**config.mk**
```make
export PLATFORM = sky130hd
export DESIGN_NAME = seven_segment_mux_ctrl
export DESIGN_NICKNAME = d
export VERILOG_FILES = /design/src/rtl/seven_segment_mux_ctrl.sv
export SDC_FILE = /design/constraint.sdc
export NUM_CORES = 1
export LEC_CHECK = 0
export ABC_CLOCK_PERIOD_IN_PS = 5950
export BUFFER_PORTS_ARGS = -buffer_cell sky130_fd_sc_hd__buf_2
export CELL_PAD_IN_SITES_DETAIL_PLACEMENT = 0
export CELL_PAD_IN_SITES_GLOBAL_PLACEMENT = 1
export CORE_UTILIZATION = 45
export CTS_CLUSTER_DIAMETER = 120
export CTS_CLUSTER_SIZE = 10
export DETAILED_ROUTE_END_ITERATION = 10
export PLACE_DENSITY = 0.89
export SKIP_CTS_REPAIR_TIMING = 1
export SYNTH_ARGS = -nofsm -noshare
export SYNTH_HDL_FRONTEND = slang
export SYNTH_SLANG_ARGS = --single-unit
```
**constraint.sdc**
```tcl
create_clock -name clk_in -period 5.95 [get_ports clk_in]
set_input_delay 0.2975 -clock clk_in [delete_from_list [all_inputs] [get_ports clk_in]]
set_output_delay 0.2975 -clock clk_in [all_outputs]
set_load 0.01 [all_outputs]
```
**src/rtl/seven_segment_mux_ctrl.sv**
```systemverilog
// -----------------------------------------------------------------------------
// seven_segment_mux_ctrl
//   Time-multiplexed driver for a common-anode seven-segment display.
//   One digit is driven at a time for a dwell of COUNT_TO+1 clocks. Inputs are
//   snapshotted once per frame so a whole frame always shows one coherent value.
//   Each dwell starts with one dark clock to hide ghosting. Brightness comes from
//   a free-running 4-bit PWM compare. Leading zeros can be blanked.
//
// Ports
//   clk_in          single clock, rising edge
//   rst_n_in        synchronous active-low reset
//   val_in          hex nibble per digit, digit i = val_in[4i+3:4i]
//   dp_in           decimal-point request per digit (active-high)
//   en_in           per-digit enable; 0 keeps the digit dark
//   lz_en_in        leading-zero suppression enable
//   bright_in       brightness 0 (dimmest) .. 15 (full)
//   cat_out         segment cathodes {g,f,e,d,c,b,a}, active-low, registered
//   dp_out          decimal-point cathode, active-low, registered
//   an_out          digit anodes, active-low, at most one low, registered
//   frame_done_out  one-cycle pulse after the last dwell of a frame
// -----------------------------------------------------------------------------
module seven_segment_mux_ctrl #(
    parameter int NUM_DIGITS = 8,
    parameter int COUNT_TO   = 100_000
) (
    input  logic                    clk_in,
    input  logic                    rst_n_in,
    input  logic [4*NUM_DIGITS-1:0] val_in,
    input  logic [NUM_DIGITS-1:0]   dp_in,
    input  logic [NUM_DIGITS-1:0]   en_in,
    input  logic                    lz_en_in,
    input  logic [3:0]              bright_in,
    output logic [6:0]              cat_out,
    output logic                    dp_out,
    output logic [NUM_DIGITS-1:0]   an_out,
    output logic                    frame_done_out
);

    localparam int CNT_W = (COUNT_TO > 0) ? $clog2(COUNT_TO + 1) : 1;
    localparam int IDX_W = (NUM_DIGITS > 1) ? $clog2(NUM_DIGITS) : 1;
    localparam logic [CNT_W-1:0] CNT_MAX = CNT_W'(COUNT_TO);
    localparam logic [IDX_W-1:0] IDX_MAX = IDX_W'(NUM_DIGITS - 1);

    // scan state
    logic [CNT_W-1:0]        r_cnt;
    logic [IDX_W-1:0]        r_idx;
    logic [3:0]              r_pwm;

    // per-frame snapshot of the inputs
    logic [4*NUM_DIGITS-1:0] r_val;
    logic [NUM_DIGITS-1:0]   r_dp;
    logic [NUM_DIGITS-1:0]   r_en;
    logic                    r_lz;
    logic [3:0]              r_bright;

    // registered outputs
    logic [6:0]              r_cat;
    logic                    r_dp_out;
    logic [NUM_DIGITS-1:0]   r_an;
    logic                    r_frame_done;

    logic                    w_cnt_wrap;
    logic                    w_last_digit;
    logic                    w_frame_start;
    logic [NUM_DIGITS-1:0]   w_blank;
    logic                    w_run_zero;
    logic [3:0]              w_nib;
    logic                    w_dig_en;
    logic                    w_dig_dp;
    logic                    w_dig_blank;
    logic                    w_lit;
    logic [6:0]              w_seg;
    logic [NUM_DIGITS-1:0]   w_an_nxt;

    assign w_cnt_wrap    = (r_cnt == CNT_MAX);
    assign w_last_digit  = (r_idx == IDX_MAX);
    assign w_frame_start = (r_cnt == '0) && (r_idx == '0);

    // Leading-zero blanking: walk down from the top digit while everything seen
    // so far is a zero nibble without a decimal point. Digit 0 always shows.
    always_comb begin
        w_blank    = '0;
        w_run_zero = 1'b1;
        for (int i = NUM_DIGITS - 1; i >= 1; i--) begin
            w_run_zero = w_run_zero && (r_val[4*i +: 4] == 4'h0) && !r_dp[i];
            w_blank[i] = r_lz && w_run_zero;
        end
    end

    // Select the active digit's attributes; compare-based mux keeps the index
    // width independent of NUM_DIGITS being a power of two.
    always_comb begin
        w_nib       = 4'h0;
        w_dig_en    = 1'b0;
        w_dig_dp    = 1'b0;
        w_dig_blank = 1'b0;
        for (int i = 0; i < NUM_DIGITS; i++) begin
            if (r_idx == IDX_W'(i)) begin
                w_nib       = r_val[4*i +: 4];
                w_dig_en    = r_en[i];
                w_dig_dp    = r_dp[i];
                w_dig_blank = w_blank[i];
            end
        end
    end

    // cnt==0 is the dark guard slot between digits
    assign w_lit = (r_cnt != '0) && w_dig_en && !w_dig_blank && (r_pwm <= r_bright);

    always_comb begin
        w_an_nxt = '1;
        for (int i = 0; i < NUM_DIGITS; i++) begin
            if (w_lit && (r_idx == IDX_W'(i))) begin
                w_an_nxt[i] = 1'b0;
            end
        end
    end

    // active-high segments {g,f,e,d,c,b,a}
    always_comb begin
        w_seg = 7'h00;
        case (w_nib)
            4'h0: w_seg = 7'h3F;
            4'h1: w_seg = 7'h06;
            4'h2: w_seg = 7'h5B;
            4'h3: w_seg = 7'h4F;
            4'h4: w_seg = 7'h66;
            4'h5: w_seg = 7'h6D;
            4'h6: w_seg = 7'h7D;
            4'h7: w_seg = 7'h07;
            4'h8: w_seg = 7'h7F;
            4'h9: w_seg = 7'h6F;
            4'hA: w_seg = 7'h77;
            4'hB: w_seg = 7'h7C;
            4'hC: w_seg = 7'h39;
            4'hD: w_seg = 7'h5E;
            4'hE: w_seg = 7'h79;
            4'hF: w_seg = 7'h71;
            default: w_seg = 7'h00;
        endcase
    end

    always_ff @(posedge clk_in) begin
        if (!rst_n_in) begin
            r_cnt        <= '0;
            r_idx        <= '0;
            r_pwm        <= 4'h0;
            r_val        <= '0;
            r_dp         <= '0;
            r_en         <= '0;
            r_lz         <= 1'b0;
            r_bright     <= 4'h0;
            r_cat        <= 7'h7F;
            r_dp_out     <= 1'b1;
            r_an         <= '1;
            r_frame_done <= 1'b0;
        end else begin
            r_pwm <= r_pwm + 4'd1;

            if (w_cnt_wrap) begin
                r_cnt <= '0;
                r_idx <= w_last_digit ? '0 : r_idx + 1'b1;
            end else begin
                r_cnt <= r_cnt + 1'b1;
            end

            // Frame start is always a dark slot, so the new snapshot is first
            // displayed on the following cycle and never mid-frame.
            if (w_frame_start) begin
                r_val    <= val_in;
                r_dp     <= dp_in;
                r_en     <= en_in;
                r_lz     <= lz_en_in;
                r_bright <= bright_in;
            end

            r_frame_done <= w_cnt_wrap && w_last_digit;
            r_an         <= w_an_nxt;
            r_cat        <= w_lit ? ~w_seg : 7'h7F;
            r_dp_out     <= w_lit ? ~w_dig_dp : 1'b1;
        end
    end

    assign cat_out        = r_cat;
    assign dp_out         = r_dp_out;
    assign an_out         = r_an;
    assign frame_done_out = r_frame_done;

endmodule

```
# Word level (Yosys, flattened, before mapping)
# Memories as Yosys holds them, arrays and structs flattened.
# Index checks and enable logic that the tools add are counted.
[word_totals]
regBits = 94
latch_bits = 0
mem_bits_rw = 0
romBits = 112
out_inout_bits = 17
wordCells = 121
memories = 1
[op_classes]
add_sub_neg = 3
n_mul = 0
div_mod_pow = 0
order_cmp = 1
n_eq_ne = 8
n_shift = 0
n_mux = 40
bitwise_logic = 3
reduce_logical = 53
[mem_list]
columns = ["memory", "words", "word_bits", "read_ports", "rd_clocked_by_memory_dff", "wr", "line_no", "source"]
rows = [
  ["(name not given)", 16, 7, 1, 0, 0, "122", "case (w_nib)"],
]
[op_table]
columns = ["operator", "n"]
rows = [
  ["1-bit logical AND", 33],
  ["4-bit 2-to-1 mux", 8],
  ["1-bit 2-to-1 mux", 31],
  ["4-bit zero test", 7],
  ["17-bit by 1-bit adder with 17-bit output, second input constant", 1],
  ["17-bit equality test, second input constant", 1],
  ["17-bit zero test", 1],
  ["17-bit nonzero test", 1],
  ["3-bit equality test, second input constant", 4],
  ["1-bit zero test", 8],
  ["7-bit inverter", 1],
  ["3-bit by 2-bit equality test with 1-bit output, second input constant", 2],
  ["4-bit by 1-bit adder with 4-bit output, second input constant", 1],
  ["4-bit <= comparator", 1],
  ["3-bit by 1-bit adder with 3-bit output, second input constant", 1],
  ["3-bit by 1-bit equality test with 1-bit output, second input constant", 1],
  ["3-bit zero test", 1],
  ["3-bit 2-to-1 mux", 1],
  ["1-bit inverter", 2],
  ["2-bit AND reduction", 1],
  ["2-bit OR reduction", 1],
]

# Depth between registers and ports, before layout
# Gate-level depths: netlist of the first run.
[depth]
ltp_word = 27
depth_mapped = 14

# Least setup slack after synthesis of the first run
# Ideal clock, no wire load.
[synth_path]
path_kind = "register to register"
start = "register r_idx[2]"
end = "register r_cat[3] (netlist: cat_out[3])"
arrival_ps = 2729
t_required_ps = 5828
setup_slack_ps = 3099
path_stages_with_launch = 14
n_path_buf = 2
synth_period_minus_slack_ps = 2851
path_cell_list = "dfxtp_1 > inv_1 > clkbuf_1 > ha_1 > clkbuf_1 > a21oi_1 > o22ai_1 > o311ai_0 > inv_1 > ha_1 > inv_1 > nor3_1 > a211oi_1 > o21ai_1"
[synth_between]
elab_chain_cells = 13
word_cells_on_any_way = 38
[synth_lines]
columns = ["item", "line_no", "source"]
rows = [
  ["start: declaration", "46", "logic [IDX_W-1:0] r_idx;"],
  ["start signal: assignment", "162", "r_idx <= w_last_digit ? '0 : r_idx + 1'b1;"],
  ["parallel branches: the longest is 13 deep, another holds memory 16 x 7 bit", "--", ""],
  ["end signal: assignment", "179", "r_cat <= w_lit ? ~w_seg : 7'h7F;"],
  ["end: declaration", "57", "logic [6:0] r_cat;"],
]
# Parallel ways; which one is timed is not known.
# A chain may end at the register's enable or synchronous reset.

# Worst setup path after layout of the first run
[layout_path]
start = "register r_idx[2]"
end = "register r_cat[6] (netlist: cat_out[6])"
# The elaborated chain is that of the path after synthesis.

==> results of run 1 <==
-- placed cells by master, fill, tap and decap left out, drive strengths merged, types with 3 or more instances in the layout --
| master | netlist | routed |
|---|---|---|
| buf | 19 | 75 |
| nor2b | 4 | 4 |
| inv | 20 | 21 |
| or4 | 6 | 6 |
| nor3 | 12 | 12 |
| nand2 | 131 | 131 |
| o22ai | 4 | 4 |
| or3 | 4 | 4 |
| ha | 19 | 19 |
| nand4 | 6 | 6 |
| xor2 | 10 | 10 |
| nor3b | 3 | 3 |
| a31oi | 5 | 5 |
| o211ai | 4 | 4 |
| and3 | 3 | 3 |
| xnor2 | 6 | 6 |
| clkinvlp | 0 | 3 |
| a21o | 4 | 4 |
| a211oi | 5 | 5 |
| nand3b | 3 | 3 |
| dfxtp | 94 | 94 |
| clkbuf | 7 | 10 |
| nor2 | 34 | 34 |
| nand2b | 4 | 4 |
| o21ai | 11 | 11 |
| o221ai | 3 | 3 |
| and2 | 6 | 6 |
| a21oi | 71 | 71 |
| nand3 | 20 | 20 |
| and3b | 3 | 3 |
-- worst max-delay path: stages, from the launching register on --
cell and delay, ns:
dfxtp_1 0.86, inv_1 0.39, ha_1 0.48, a21oi_1 0.21
o22ai_1 0.09, o311ai_0 0.94, inv_1 0.28, ha_1 0.30
inv_1 0.09, a21oi_1 0.06, a21oi_1 0.14, o221ai_1 0.13
-- report_power, final --
part	switching, mW	internal [mW]
combinational	0.136	0.0888
sequential	0.0305	0.667
clock	0.219	0.193
-- layout make-up --
| type | instances | area, µm² |
|---|---|---|
| Tap cell | 136 | 170.2 |
| Fill cell | 951 | 5084 |
| Inverter | 21 | 78.83 |
| Timing Repair Buffer | 75 | 385.4 |
| Sequential cell | 94 | 1882 |
| Clock inverter | 6 | 62.56 |
| Clock buffer | 10 | 127.6 |
| Multi-Input combinational cell | 409 | 2626 |
-- routing by layer --
metal	up-vias	GRT usage	routed length, µm
met5	-	0	0
met4	0	0.05853	60
met3	6	0.05212	453
met2	90	0.3442	5312
met1	1898	0.2422	4792
li1	2021	-	-
-- kinds of logic (layout without fill, tap and decap cells) --
group / after synthesis / after routing
muxes: 1 / 1
xor gates and xnor gates: 16 / 16
and+or+nand+nor: 245 / 245
buffers and inverters: 52 / 112
DFF: 94 / 94
adders and majority gates: 19 / 19
AOI/OAI and AO/OA: 128 / 128
-- sequential cells by signal, indices dropped and copies added (netlist names) --
name / cells
frame_done_out: 1
r_idx: 3
r_bright: 4
an_out: 8
r_en: 8
r_cnt: 17
r_val: 32
r_lz: 1
r_pwm: 4
dp_out: 1
r_dp: 8
cat_out: 7
-- worst min path at each step --
stage	from	end
floorplan	rst_n_in	r_pwm[1]$_SDFF_PN0_
global placement	r_en[1]$_SDFFE_PN0P_	r_en[1]$_SDFFE_PN0P_
detailed placement	r_val[0]$_SDFFE_PN0P_	r_val[0]$_SDFFE_PN0P_
CTS	val_in[28]	r_val[28]$_SDFFE_PN0P_
global route	val_in[5]	r_val[5]$_SDFFE_PN0P_
finish	val_in[28]	r_val[28]$_SDFFE_PN0P_
==> flow_summary.rst, run 1 <==
.. list-table::
   :header-rows: 1

   * - Metric
     - Value
   * - Outcome
     - finished, final reports clean
   * - Number of detailed-route iterations in the first pass
     - 4
   * - Residual DRC count
     - 0
   * - Layout cell share with drive strength beyond 1
     - 0.3268
   * - Flip-flop cell with the highest count after synthesis
     - dfxtp_1
   * - Combined global-route utilization of all metal layers
     - 0.1994
   * - FP Rows
     - 37
   * - Startpoint types
     - flop
   * - Leading post-synthesis cells by instance count
     - dfxtp_1, nand2_1, a21oi_2, nand2_2, nor2_1
   * - Die ar.
     - 11,280 µm²
   * - Maximum ir drop on the vdd rail
     - 175.2 µV
   * - Endpoint of the worst setup timing path
     - cat_out[6]$_SDFF_PN1_
   * - Required time of the worst setup path
     - 6.14 ns
   * - Highest achievable clock rate
     - 0.2404 GHz
   * - Placed insts
     - roughly 740
   * - Area growth, synth to finish
     - 9.086%
   * - Clock tree from TritonCTS
     - done
   * - Critical path type
     - reg2reg
   * - Post-synthesis area per instance
     - ~8.8 µm²
   * - Number of antenna-violating nets in the routed design
     - 0
   * - Via count of the first global-routing pass
     - 3,895
   * - Synth async-reset ratio
     - 0
   * - Antenna fix cells
     - 0
   * - Maximum fanout encountered on the critical timing path
     - 25
   * - Depth of the most critical reg-to-reg path
     - 11
   * - Power density of the placed cells
     - 250.2 nW/µm²
   * - Cell with the most instances after synthesis
     - dfxtp_1
   * - Post-route fraction of the period consumed by the critical path
     - 0.6992
   * - Final Power
     - approximately 1.3 mW
   * - Area share of and/or/nand/nor cells after synthesis
     - 0.2590
   * - Maxcap violations
     - 0
   * - Number of pins exceeding their max-slew limit in the final report
     - 0
   * - Final cell area excluding filler cells
     - 5333 µm²
   * - Minimum setup slack among reg-to-reg paths
     - 1.79 ns
   * - Overall via count from detail_route
     - ~4,000
   * - Critical register-to-register path startpoint
     - r_idx[2]$_SDFFE_PN0N_
   * - Worst hold margin
     - about 0.15 ns
   * - Synthesized flop and latch total
     - 94
   * - Count of buffers inserted at the top-level ports
     - 71
   * - RSZ-0062 raised after global routing
     - no
   * - Fraction of post-synthesis cell area in the top cell type by area
     - 0.3850
   * - Critical Path Sink Type
     - flop
   * - Type of the tightest min-delay check
     - in2reg
   * - Horiz. Die Dim
     - 106.2 µm
   * - Ports
     - around 70
   * - H-tree levels
     - 3
   * - Cts bufs inserted
     - 9
   * - Count of cells along the worst hold path
     - 3
   * - Global-route wire length before repair
     - 18,010 µm
   * - Library cell used as clock root buffer
     - clkbuf_8
   * - Share of synthesized cell area in full adder, half adder and majority cells
     - 0.04863
   * - Core region area
     - 10,420 µm²
   * - Synthesized net count
     - around 630
   * - Endpoint of the most critical register-to-register path
     - cat_out[6]$_SDFF_PN1_
   * - Average routed wire per standard cell
     - 14.14 µm
   * - Area share of xor/xnor cells in the synthesized design
     - 0.02867
   * - Clock slew seen by the registers of the worst setup and hold paths
     - approximately 0.090 ns
   * - Setup TNS
     - 0 ns
   * - Summed instance area of the synthesized netlist
     - just under 5000 µm²
   * - Maximum buffer depth of the clock tree
     - 2
   * - DRT iter0 DRCs
     - roughly 210
   * - Slew margin rel.
     - 0.1851
   * - Static leakage
     - 2.027 nW
   * - Unique cell type count in the Yosys netlist
     - 64
   * - CP arrival
     - roughly 4.4 ns
   * - Post-Route Utilization
     - 0.5120
   * - Net count, final
     - 684
   * - Cell types with the largest area share after synthesis
     - dfxtp_1, a21oi_2, nand2_2
   * - Routed wire length
     - 10,620 µm
   * - Pin count of the biggest net entering global routing
     - 61
   * - Mux share of post-synthesis cell area
     - 0.002048
   * - Sink Count
     - 94
   * - Leftover overflow at the end of global routing
     - 0
   * - Average via count per standard cell
     - 5.346
   * - Final cell count without fillers
     - approximately 750
   * - Minimum clock period
     - 4.160 ns
   * - Warning count from the yosys run
     - 0
   * - DPL Wire Length
     - between 7000 and 8000 µm
   * - CP startpoint
     - r_idx[2]$_SDFFE_PN0N_
   * - Worst path setup slack after routing
     - 1.790 ns
   * - Starting density of the core
     - 0.4693
   * - Dominant combinational cell family by area after synthesis
     - simple AND/OR/NAND/NOR gates
   * - Post-DP Area
     - ~5100 µm²
   * - Clock network latency to the later pin of the worst-skew pair
     - 0.37 ns
   * - Count of final hold-check violations
     - 0
   * - Antenna violations before repair
     - 0
   * - Vertical extent of the die
     - 106.2 µm
   * - Setup Slack @ Placement
     - 1.933 ns
   * - Worst-Margin Slew
     - about 1.2 ns
   * - Final setup skew
     - 0.01299 ns
   * - Number of enable-type register cells in the synthesized netlist
     - 0
   * - Count of endpoints failing setup in the final report
     - 0
   * - Top cell type by total area after synthesis
     - dfxtp_1
   * - Gate Count Post-Synth
     - 555
   * - Routability congestion estimate from global placement
     - about 0.86
   * - Compound-gate portion of the synthesized area
     - 0.1986
   * - Share of synthesized area occupied by flip-flops and latches
     - 0.3850
Power figures use the tool's default switching activity.
==> run 2: changes to the inputs <==
ABC_AREA = 1   (was not set)
ABC_CLOCK_PERIOD_IN_PS = 4200   (was 5950)
CORE_UTILIZATION = 41   (was 45)
PLACE_DENSITY = 0.86   (was 0.89)
clock period = 4.2 ns   (was 5.95 ns; I/O delays follow)
==> run 2 against run 1 <==
Non-clock buffer count shrank 3. First-iteration DRC count shrank 3.9%. Synthesized cell count grew 9.5%. Via count shrank 0.90%. Final area shrank 3.9%. Combinational power grew 42%. Power grew 57%. Die area grew 0.42%. Register-to-register slack lost 0.17 ns. Critical endpoint is now r_val[20]$_SDFFE_PN0P_. Highest routed layer unchanged.
==> flow_summary.rst, run 2 <==
.. list-table::
   :header-rows: 1

   * - Metric
     - Value
   * - Outcome
     - finished, final reports clean
   * - Placed insts
     - 793 (+7.9%)
   * - Post-Route Utilization
     - 0.4896 (-0.02236)
   * - Biggest register
     - r_val
   * - DPL Wire Length
     - 7473 µm (-2.9%)
   * - Overall via count from detail_route
     - 3,979 (-0.90%)
   * - Highest achievable clock rate
     - 0.3882 GHz (+61%)
   * - Power density of the placed cells
     - 409.9 nW/µm² (+64%)
   * - FP Rows
     - 37 (unchanged)
   * - Count of buffers inserted at the top-level ports
     - 71 (unchanged)
   * - Antenna violations before repair
     - 0 (unchanged)
   * - Combined global-route utilization of all metal layers
     - 0.1922 (-0.007215)
   * - Cell Chain, Critical Path
     - inv_1, ha_1, nand4_1, nor2_1, nand3_1, nor2_2, inv_2, buf_4, nor2_1, a211oi_1
   * - Leading post-synthesis cells by instance count
     - nand2_1, dfxtp_1, nor2_1, inv_1, a211oi_1
   * - Warning count from the yosys run
     - 0 (unchanged)
   * - Fill cell instance count of the final layout
     - 1,096 (+15%)
   * - Sink Count
     - 94 (unchanged)
   * - H-tree levels
     - 3 (unchanged)
   * - Clock network latency to the later pin of the worst-skew pair
     - 0.37 ns (about the same)
   * - Minimum setup slack among reg-to-reg paths
     - 1.62 ns (-0.17 ns)
   * - Cell types with the largest area share after synthesis
     - dfxtp_1, nand2_1, nor2_1
   * - Final setup skew
     - 0.01616 ns (+0.003173 ns)
   * - Number of pins exceeding their max-slew limit in the final report
     - 0 (unchanged)
   * - Number of enable-type register cells in the synthesized netlist
     - 0 (unchanged)
   * - Cts bufs inserted
     - 9 (unchanged)
   * - Critical path buffers and inverters
     - 3 (unchanged)
   * - Worst hold margin
     - 0.07502 ns (-0.07728 ns)
   * - Required time of the worst setup path
     - 4.41 ns (-1.73 ns)
   * - Most frequent standard cell in the layout excluding fill and tap cells
     - nand2_1
   * - Pin count of the biggest net entering global routing
     - 59 (-3.3%)
   * - Vertical extent of the die
     - 106.5 µm (+0.21%)
   * - Routed wire length
     - 10,150 µm (-4.4%)
   * - Final cell count without fillers
     - 809 (+7.7%)
   * - CP delay by family, top
     - simple AND/OR/NAND/NOR gates
   * - Share of synthesized area occupied by flip-flops and latches
     - 0.4207 (+0.03575)
   * - Static leakage
     - 2.224 nW (+9.7%)
   * - Cell with the most instances after synthesis
     - nand2_1
   * - Starting density of the core
     - 0.4275 (-0.04178)
   * - Number of antenna-violating nets in the routed design
     - 0 (unchanged)
   * - Number of detailed-route iterations in the first pass
     - 4 (unchanged)
   * - Critical register-to-register path startpoint
     - r_cnt[0]$_SDFF_PP0_
   * - Global-route wire length before repair
     - 17,300 µm (-3.9%)
   * - Maxcap violations
     - 0 (unchanged)
   * - Final Power
     - 2.100 mW (+57%)
   * - Average routed wire per standard cell
     - 12.54 µm (-11%)
   * - Most frequent cells in the layout
     - nand2_1, dfxtp_1, nor2_1
   * - Via count of the first global-routing pass
     - 3,814 (-2.1%)
   * - RSZ-0062 raised after global routing
     - no
   * - Setup Slack @ Placement
     - 1.642 ns (-0.2909 ns)
   * - Maximum fanout encountered on the critical timing path
     - 58 (+130%)
   * - Clock slew seen by the registers of the worst setup and hold paths
     - 0.09 ns (about the same)
   * - Horiz. Die Dim
     - 106.5 µm (+0.21%)
   * - Net count, final
     - 742 (+8.5%)
   * - Synthesized flop and latch total
     - 94 (unchanged)
   * - Layout cell share with drive strength beyond 1
     - 0.1545 (-0.1723)
   * - Largest registers
     - r_val x32, r_cnt x17
   * - Synthesized net count
     - 682 (+8.4%)
   * - Post-synthesis area per instance
     - 7.357 µm² (-16%)
   * - Count of final hold-check violations
     - 0 (unchanged)
   * - Worst-Margin Slew
     - 0.8901 ns (-0.3266 ns)
   * - Die ar.
     - 11,330 µm² (+0.42%)
   * - Leftover overflow at the end of global routing
     - 0 (unchanged)
   * - Slew margin rel.
     - 0.4057 (+0.2206)
   * - Library cell used as clock root buffer
     - clkbuf_8
   * - Setup TNS
     - 0 ns (unchanged)
   * - Type of the tightest min-delay check
     - in2reg
   * - Unique cell type count in the Yosys netlist
     - 35 (-45%)
   * - Minimum clock period
     - 2.576 ns (-1.584 ns)
   * - Ports
     - 72 (unchanged)
   * - Startpoint types
     - flop
   * - Fraction of post-synthesis cell area in the top cell type by area
     - 0.4207 (+0.03575)
   * - Critical Path Sink Type
     - flop
   * - Core region area
     - 10,460 µm² (+0.44%)
   * - Count of endpoints failing setup in the final report
     - 0 (unchanged)
   * - Count of cells along the worst hold path
     - 3 (unchanged)
   * - Clock tree from TritonCTS
     - done
   * - Maximum single-stage delay on the critical path
     - 0.46 ns (-0.48 ns)
   * - Routability congestion estimate from global placement
     - 0.7889 (-8.1%)
   * - Maximum buffer depth of the clock tree
     - 2 (unchanged)
   * - Residual DRC count
     - 0 (unchanged)
   * - Slowest CP cell
     - inv_2
   * - Area growth, synth to finish
     - 14.52%
   * - Flip-flop cell with the highest count after synthesis
     - dfxtp_1
   * - Worst path setup slack after routing
     - 1.624 ns (-0.1659 ns)
   * - CP arrival
     - 2.79 ns (-1.56 ns)
   * - Terminating pin of the worst hold path
     - r_en[7]$_SDFFE_PN0P_
   * - Depth of the most critical reg-to-reg path
     - 10 (-1)
   * - Final cell area excluding filler cells
     - 5122 µm² (-3.9%)
   * - Summed instance area of the synthesized netlist
     - 4473 µm² (-8.5%)
   * - DRT iter0 DRCs
     - 199 (-3.9%)
   * - Maximum ir drop on the vdd rail
     - 132.7 µV (-24%)
   * - Top cell type by total area after synthesis
     - dfxtp_1
   * - Synth async-reset ratio
     - 0 (unchanged)
   * - Cell repeated most along the worst path
     - nor2_1
   * - Flip-flop count of the largest register, all copies and words added
     - 32 (unchanged)
   * - Endpoint of the most critical register-to-register path
     - r_val[20]$_SDFFE_PN0P_
   * - Antenna fix cells
     - 0 (unchanged)
   * - Startpoint of the lowest-slack hold path
     - en_in[7]
   * - Gate Count Post-Synth
     - 608 (+9.5%)
   * - Critical path type
     - reg2reg
   * - Average via count per standard cell
     - 4.918 (-8.0%)
   * - Post-route fraction of the period consumed by the critical path
     - 0.6134 (-0.08583)
   * - Post-DP Area
     - 4855 µm² (-5.6%)
run 2: changes by cell type after synthesis, sizes merged, moves of 21 or more:
cell	before	now
inv	20	88
nand3	20	41
a211oi	5	42
a21oi	71	24
nand2	131	108
nor2	34	94
o21ai	11	35
run 2: power by group:
group | leakage, nW | internal (mW) | switching, mW
Sequential | 0.773 | 0.963 | 0.0328
Clock | 0.126 | 0.457 | 0.327
Combinational | 1.32 | 0.114 | 0.205
run 2: worst reg2reg max path, stage by stage (launching register included):
cell and delay (ns):
dfxtp_1 0.34, inv_1 0.06, ha_1 0.13, nand4_1 0.09, nor2_1 0.18, nand3_1 0.15, nor2_2 0.38, inv_2 0.46
buf_4 0.40, nor2_1 0.16, a211oi_1 0.06
run 2: cells by family (layout without fill, tap and decap cells):
kind of cell | after synthesis | after routing | share of synthesized area
simple gates | 271 | 271 | 0.2571
buf+inv | 111 | 176 | 0.1077
compound gates | 108 | 108 | 0.1516
flops | 94 | 94 | 0.4207
fa+ha+maj | 19 | 19 | 0.05315
xor+xnor | 5 | 5 | 0.009790
run 2: worst max path at each step:
stage	start	cells past startpoint	endpoint	slack, ns
6_report	r_cnt[0]$_SDFF_PP0_	10	r_val[20]$_SDFFE_PN0P_	1.62
5_1_grt	r_cnt[0]$_SDFF_PP0_	10	r_val[24]$_SDFFE_PN0P_	1.28
4_1_cts	r_idx[2]$_SDFFE_PN0N_	16	cat_out[3]$_SDFF_PN1_	1.61
3_5_place_dp	r_cnt[0]$_SDFF_PP0_	10	r_val[20]$_SDFFE_PN0P_	1.64
3_3_place_gp	r_idx[2]$_SDFFE_PN0N_	16	cat_out[3]$_SDFF_PN1_	1.69
2_1_floorplan	r_idx[2]$_SDFFE_PN0N_	17	cat_out[3]$_SDFF_PN1_	2.10
run 2: layout make-up:
type                    instances  area [µm²]  area share
multi-input cells             403        2110      0.4118
clock buffers                   9       123.9     0.02418
flip-flops and latches         94        1882      0.3674
clock inverters                 7       143.9     0.02809
well taps                     136       170.2     0.03322
inverters                      88       330.3     0.06448
repair buffers                 72       362.8     0.07084
run 2: layer usage:
metal  track usage  wire length (µm)  vias to the layer above
li1              -                 -                     2104
met1        0.2479              4962                     1787
met2        0.3261              4666                       78
met3       0.02882               376                       10
met4       0.06654               142                        0
met5             0                 0                        -
